## src/rtl/prog_clk_divider.sv

```systemverilog
// Runtime-programmable clock divider / tick generator. Divisor changes are
// deferred to period boundaries (or applied while frozen/cleared) so divided_clk never glitches.
module prog_clk_divider #(
  parameter int unsigned          CNT_W       = 21,
  parameter logic [CNT_W-1:0]     DEFAULT_DIV = CNT_W'(21'h1FFFFF)
) (
  input  logic             clk_in,
  input  logic             rst,
  input  logic             en,
  input  logic             sync_clr,
  input  logic [CNT_W-1:0] div_val,
  input  logic             div_load,
  output logic             divided_clk,
  output logic             tick,
  output logic [CNT_W-1:0] active_div,
  output logic             pending
);

  logic [CNT_W-1:0] cnt_q, cnt_d;
  logic             dclk_q, dclk_d;
  logic             tick_q, tick_d;
  logic [CNT_W-1:0] active_div_q, active_div_d;
  logic [CNT_W-1:0] pending_div_q, pending_div_d;
  logic             pending_q, pending_d;

  logic             boundary;
  logic             apply_new;
  logic [CNT_W-1:0] new_div;

  // A same-cycle load always overrides a previously parked divisor.
  function automatic logic [CNT_W-1:0] select_div(input logic             load,
                                                  input logic [CNT_W-1:0] val,
                                                  input logic [CNT_W-1:0] parked);
    return load ? val : parked;
  endfunction

  assign boundary  = en && !sync_clr && (cnt_q == active_div_q);
  assign apply_new = div_load || pending_q;
  assign new_div   = select_div(div_load, div_val, pending_div_q);

  always_comb begin
    cnt_d         = cnt_q;
    dclk_d        = dclk_q;
    tick_d        = 1'b0;
    active_div_d  = active_div_q;
    pending_div_d = pending_div_q;
    pending_d     = pending_q;

    if (sync_clr) begin
      cnt_d  = '0;
      dclk_d = 1'b0;
      if (apply_new) begin
        active_div_d = new_div;
        pending_d    = 1'b0;
      end
    end else if (en) begin
      if (boundary) begin
        cnt_d  = '0;
        dclk_d = ~dclk_q;
        tick_d = 1'b1;
        if (apply_new) begin
          active_div_d = new_div;
          pending_d    = 1'b0;
        end
      end else begin
        cnt_d = cnt_q + CNT_W'(1);
        // Mid-period loads are parked; the last one before the boundary wins.
        if (div_load) begin
          pending_div_d = div_val;
          pending_d     = 1'b1;
        end
      end
    end else begin
      // Output frozen: safe to switch divisor and restart the phase now.
      if (apply_new) begin
        active_div_d = new_div;
        pending_d    = 1'b0;
        cnt_d        = '0;
      end
    end
  end

  always_ff @(posedge clk_in or posedge rst) begin
    if (rst) begin
      cnt_q         <= '0;
      dclk_q        <= 1'b0;
      tick_q        <= 1'b0;
      active_div_q  <= DEFAULT_DIV;
      pending_div_q <= '0;
      pending_q     <= 1'b0;
    end else begin
      cnt_q         <= cnt_d;
      dclk_q        <= dclk_d;
      tick_q        <= tick_d;
      active_div_q  <= active_div_d;
      pending_div_q <= pending_div_d;
      pending_q     <= pending_d;
    end
  end

  assign divided_clk = dclk_q;
  assign tick        = tick_q;
  assign active_div  = active_div_q;
  assign pending     = pending_q;

endmodule

```

## config.mk

```make
export PLATFORM = sky130hd
export DESIGN_NAME = prog_clk_divider
export DESIGN_NICKNAME = d
export VERILOG_FILES = /design/src/rtl/prog_clk_divider.sv
export SDC_FILE = /design/constraint.sdc
export NUM_CORES = 1
export LEC_CHECK = 0
export BUFFER_PORTS_ARGS = -buffer_cell sky130_fd_sc_hd__buf_4
export CAP_MARGIN = 5
export CORE_MARGIN = 2
export CORE_UTILIZATION = 65
export CTS_BUF_LIST = sky130_fd_sc_hd__clkbuf_8
export DETAILED_ROUTE_END_ITERATION = 7
export GPL_TIMING_DRIVEN = 0
export PLACE_DENSITY = 0.95
export REMOVE_ABC_BUFFERS = 1
export SYNTH_ARGS = -nofsm -noshare
export SYNTH_HDL_FRONTEND = slang
export SYNTH_SLANG_ARGS = --single-unit
```

## constraint.sdc

```tcl
create_clock -name clk_in -period 4.2 [get_ports clk_in]
set_clock_uncertainty 0.05 [all_clocks]
set_input_delay 0.63 -clock clk_in [delete_from_list [all_inputs] [get_ports clk_in]]
set_output_delay 0.63 -clock clk_in [all_outputs]
set_load 0.02 [all_outputs]
```

### Yosys cells after proc, flatten, opt, wreduce, memory -nomap -nowiden

Index checks and enable logic that the tools add are counted.

| operators by class | value |
|---|---|
| add/sub/neg operators | 1 |
| $mul | 0 |
| divide/modulo/power cells | 0 |
| order comparisons | 0 |
| equality and inequality tests | 3 |
| shift operators | 0 |
| multiplexer cells | 20 |
| bitwise gates (word level) | 3 |
| reductions and logical operators | 9 |

Operator list:

| operator | count |
|---|---|
| 2-to-1 mux 21 bit | 9 |
| adder 21 x 1 -> 21 bit, second input constant | 1 |
| equality test 21 bit | 1 |
| 2-to-1 mux 1 bit | 11 |
| != test 4 x 1 -> 1 bit, second input constant | 1 |
| nonzero test 2 bit | 2 |
| != test 3 x 1 -> 1 bit, second input constant | 1 |
| inverter 1 bit | 3 |
| AND reduction 3 bit | 1 |
| nonzero test 3 bit | 1 |
| logical AND 1 bit | 2 |
| AND reduction 2 bit | 1 |
| logical NOT 1 bit | 1 |
| logical OR 1 bit | 1 |

| word-level totals | value |
|---|---|
| register bits | 66 |
| bits in latches | 0 |
| RAM bits | 0 |
| bits in read-only memories | 0 |
| bits of input ports | 26 |
| output and inout port bits | 24 |
| logic and storage cells | 42 |
| memories kept | 0 |

### Longest topological paths before layout

| logic depth | value |
|---|---|
| word-level depth | 6 |
| mapped depth | 8 |

### Worst setup path after synthesis

OpenSTA, ideal clock, no wires.

| timing path | value |
|---|---|
| path type | register to register |
| from | register active_div_q[9] (netlist: active_div[9]) |
| to | register pending_div_q[0] |
| library setup time | 128 ps |
| arrival | 1904 ps |
| slack | 2119 ps |
| stages on the path, launching flop included | 7 |
| buffers on the path | 1 |
| clock period less this slack | 2081 ps |
| cell sequence | dfstp_2 > xor2_1 > nor4_1 > nand4_1 > o211ai_1 > buf_2 > mux2_1 |

| between the ends | value |
|---|---|
| word-level cells in the longest chain between the ends | 4 |

RTL lines:

| item | line | source |
|---|---|---|
| from (decl) | 22 | `logic [CNT_W-1:0] active_div_q, active_div_d;` |
| from (signal assigned) | 95 | `active_div_q <= active_div_d;` |
| equality test 21 bit | 37 | `assign boundary = en && !sync_clr && (cnt_q == active_div_q);` |
| logical AND 1 bit | 37 |  |
| inverter 1 bit (no line) | n/a |  |
| AND reduction 3 bit (no line) | n/a |  |
| to (signal assigned) | 96 | `pending_div_q <= pending_div_d;` |
| to (decl) | 23 | `logic [CNT_W-1:0] pending_div_q, pending_div_d;` |

Every way passes these cells.
A chain may end at the register's enable or synchronous reset.

### Worst setup path in the final report

| timing path | value |
|---|---|
| from | register active_div_q[14] (netlist: active_div[14]) |
| to | register pending_div_q[17] |

The elaborated chain is that of the path after synthesis.

==> metrics.yaml <==
status: "finished clean"
coreArea_mm2: 0.00557
firstDrtPassIters: 8
syn-mean-instance-area_um2: 9.77
cts-root-buf: "clkbuf_8"
min_period_ns: 3.50
netlist_area_mm2: 0.00381
path_class: "reg2reg"
ios: 50
drt_iter0_markers: 447
cp-end-kind: "flop"
drive_above_1_share_pct: 24.9
grt_overflow: 0
final_cells: 505
power_switching_w: 0.000555
cts_resized: 0
drtAntennaViolNets: 0
grt_pass1_vias: 3218
crit_fanout: 24
num_vias: 3319
finalWorstSetupSlack_ns: 0.705
nets: 455
yosysWarnings: 0
ys_ff_latch: 66
swShare_pct: 31.8
cts_buffers: 9
leakagePower_nw: 1.94
die_x_um: 80.5
viasPerCell: 6.57
area_growth_pct: 16.3
grt_use_total_pct: 31.5
clock_path_buffers: 2
pwr-share-seq_pct: 47.5
post-place-ws_ns: 0.755
grt_pass1_wl_um: 15300
synth_seq_area_share_pct: 44.1
dp_cells: 489
p_int_w: 0.00119
synth_cells: 390
worstSetupStartpointType: "flop"
relSlewSlack_pct: 23.7
tritoncts: "built"
cts.htree.levels: 3
power_w: 0.00174
holdBufCountCts: 0
cts.sinks: 66
routed_wl_um: 9600
min_period_over_period_pct: 83.2
die_h_um: 80.5
dp.final_hpwl_um: 6250
io_buffers: 49
post_drt_wl_per_cell_um: 19.0
rows: 27
combPwrFrac_pct: 24.8
cts.clk_slew.worst_paths_ns: 0.07
drcViolationCount: 0
cts_setup_buffers: 0
hp-class: "in2async"
required_ns: 4.38
power_density_mw_per_mm2: 394
clock_latency_ns: 0.35
max_clock_freq_mhz: 286
maxCapViolCount: 0
clkPwrFrac_pct: 27.7
grt_max_degree: 44
peakVddDrop_mv: 0.314
antenna_found_initial: 0
final_max_slew_viol_count: 0
rsz0062_at_grt: "false"
finalHoldViolCount: 0
arrival_ns: 3.67
routabilityCongestion: 0.858
initial_utilization_pct: 68.3
final_core_utilization_pct: 79.5
n_antenna_cell: 0
ys_types: 33
die_area_mm2: 0.00649
worstMarginPinSlew_ns: 1.14
setup-violations-final: 0
cells in the mapped netlist (all sizes together):
master,count,area [µm²]
a21oi,2,10.0
and4,1,8.76
buf,15,77.6
nor3,31,155
nor4,6,43.8
clkbuf,15,56.3
ha,1,12.5
nand2b,1,6.26
mux2,21,236
dfrtp,45,1130
dfstp,21,552
nor2,68,255
nand2,31,116
xnor2,9,78.8
o31ai,3,22.5
and3,1,6.26
or2,2,12.5
mux2i,21,210
o41ai,1,8.76
inv,5,18.8
o211ai,1,7.51
nand4,10,62.6
xor2,31,272
or4,2,15.0
a211oi,21,208
a221o,21,210
nand3,4,20.0
state kept, by name (all words and copies together) (netlist names):
signal         count
active_div        21
cnt_q             21
pending_div_q     21
divided_clk        1
pending            1
tick               1
final cells by class:
| type | instances | area, µm² |
|---|---|---|
| clock buffers | 11 | 151 |
| clock inverters | 5 | 22.5 |
| fillers | 303 | 1140 |
| inverters | 5 | 18.8 |
| multi-input cells | 289 | 1980 |
| flip-flops and latches | 66 | 1680 |
| well taps | 72 | 90.1 |
| repair buffers | 57 | 487 |
metal layers:
metal | up-vias | routed length (µm) | track usage [%]
met3 | 35 | 772 | 8.65
met2 | 196 | 4850 | 50.0
li1 | 1471 | - | -
met4 | 0 | 297 | 16.4
met5 | - | 0 | 0
met1 | 1617 | 3680 | 39.3
cells in the final DEF (no fill, tap or decap), types with 2 or more instances in the layout:
cell type and count:
nor2_1 68, buf_4 50, dfrtp_1 45, xor2_1 31
nor3_1 31, nand2_1 31, mux2i_1 21, a221o_1 21
mux2_1 21, dfstp_2 21, a211oi_1 11, clkbuf_8 11
nand4_1 10, a211oi_2 10, xnor2_1 9, nor4_1 5
inv_1 5, nand3_1 4, clkinv_2 3, buf_6 3
inv_2 2, o31ai_1 2, or4_1 2, a21oi_1 2
or2_2 2, buf_8 2
worst max-delay path, stage by stage, from the launching register on:
cell,delay (ns)
dfstp_2,0.57
xor2_1,0.08
nor4_1,0.44
nand2_1,0.67
o211ai_1,0.89
buf_4,0.32
mux2_1,0.34
power groups by stage:
stage          sequential (W)  clock [W]  combinational, W
3_5_place_dp         0.000836          0          0.000428
4_1_cts              0.000826   0.000484          0.000431
2_1_floorplan        0.000870          0          0.000223
5_1_grt              0.000837   0.000516          0.000466
3_3_place_gp         0.000829          0          0.000391
6_report             0.000829   0.000483          0.000432
stage by stage:
step                TNS [ns]  hold slack, ns  instance area [µm²]
floorplan              -3.65           0.414                 3670
global placement      -48.40           0.423                 4130
detailed placement         0           0.430                 4260
CTS                        0           0.295                 4430
global route               0           0.311                 4430
finish                     0           0.279                 4430
kinds of logic after synthesis:
logic type / share of synthesized area [%]
compound gates: 12.3
xor+xnor: 9.20
flops: 44.1
fa+ha+maj: 0.328
buf+inv: 4.01
mux: 11.7
simple gates: 18.4
worst paths after layout:
check | startpoint | endpoint | slack (ns) | depth (start not counted)
min | rst | pending_div_q[14] | 0.28 | 2
min in group clk_in | sync_clr | divided_clk | 0.42 | 2
max in group asynchronous | rst | active_div[8] | 3.14 | 3
max reg2reg | active_div[14] | pending_div_q[17] | 0.70 | 6
max | active_div[14] | pending_div_q[17] | 0.70 | 6
min reg2reg | pending_div_q[6] | pending_div_q[6] | 0.44 | 1
(Power assumes the default switching activity.)
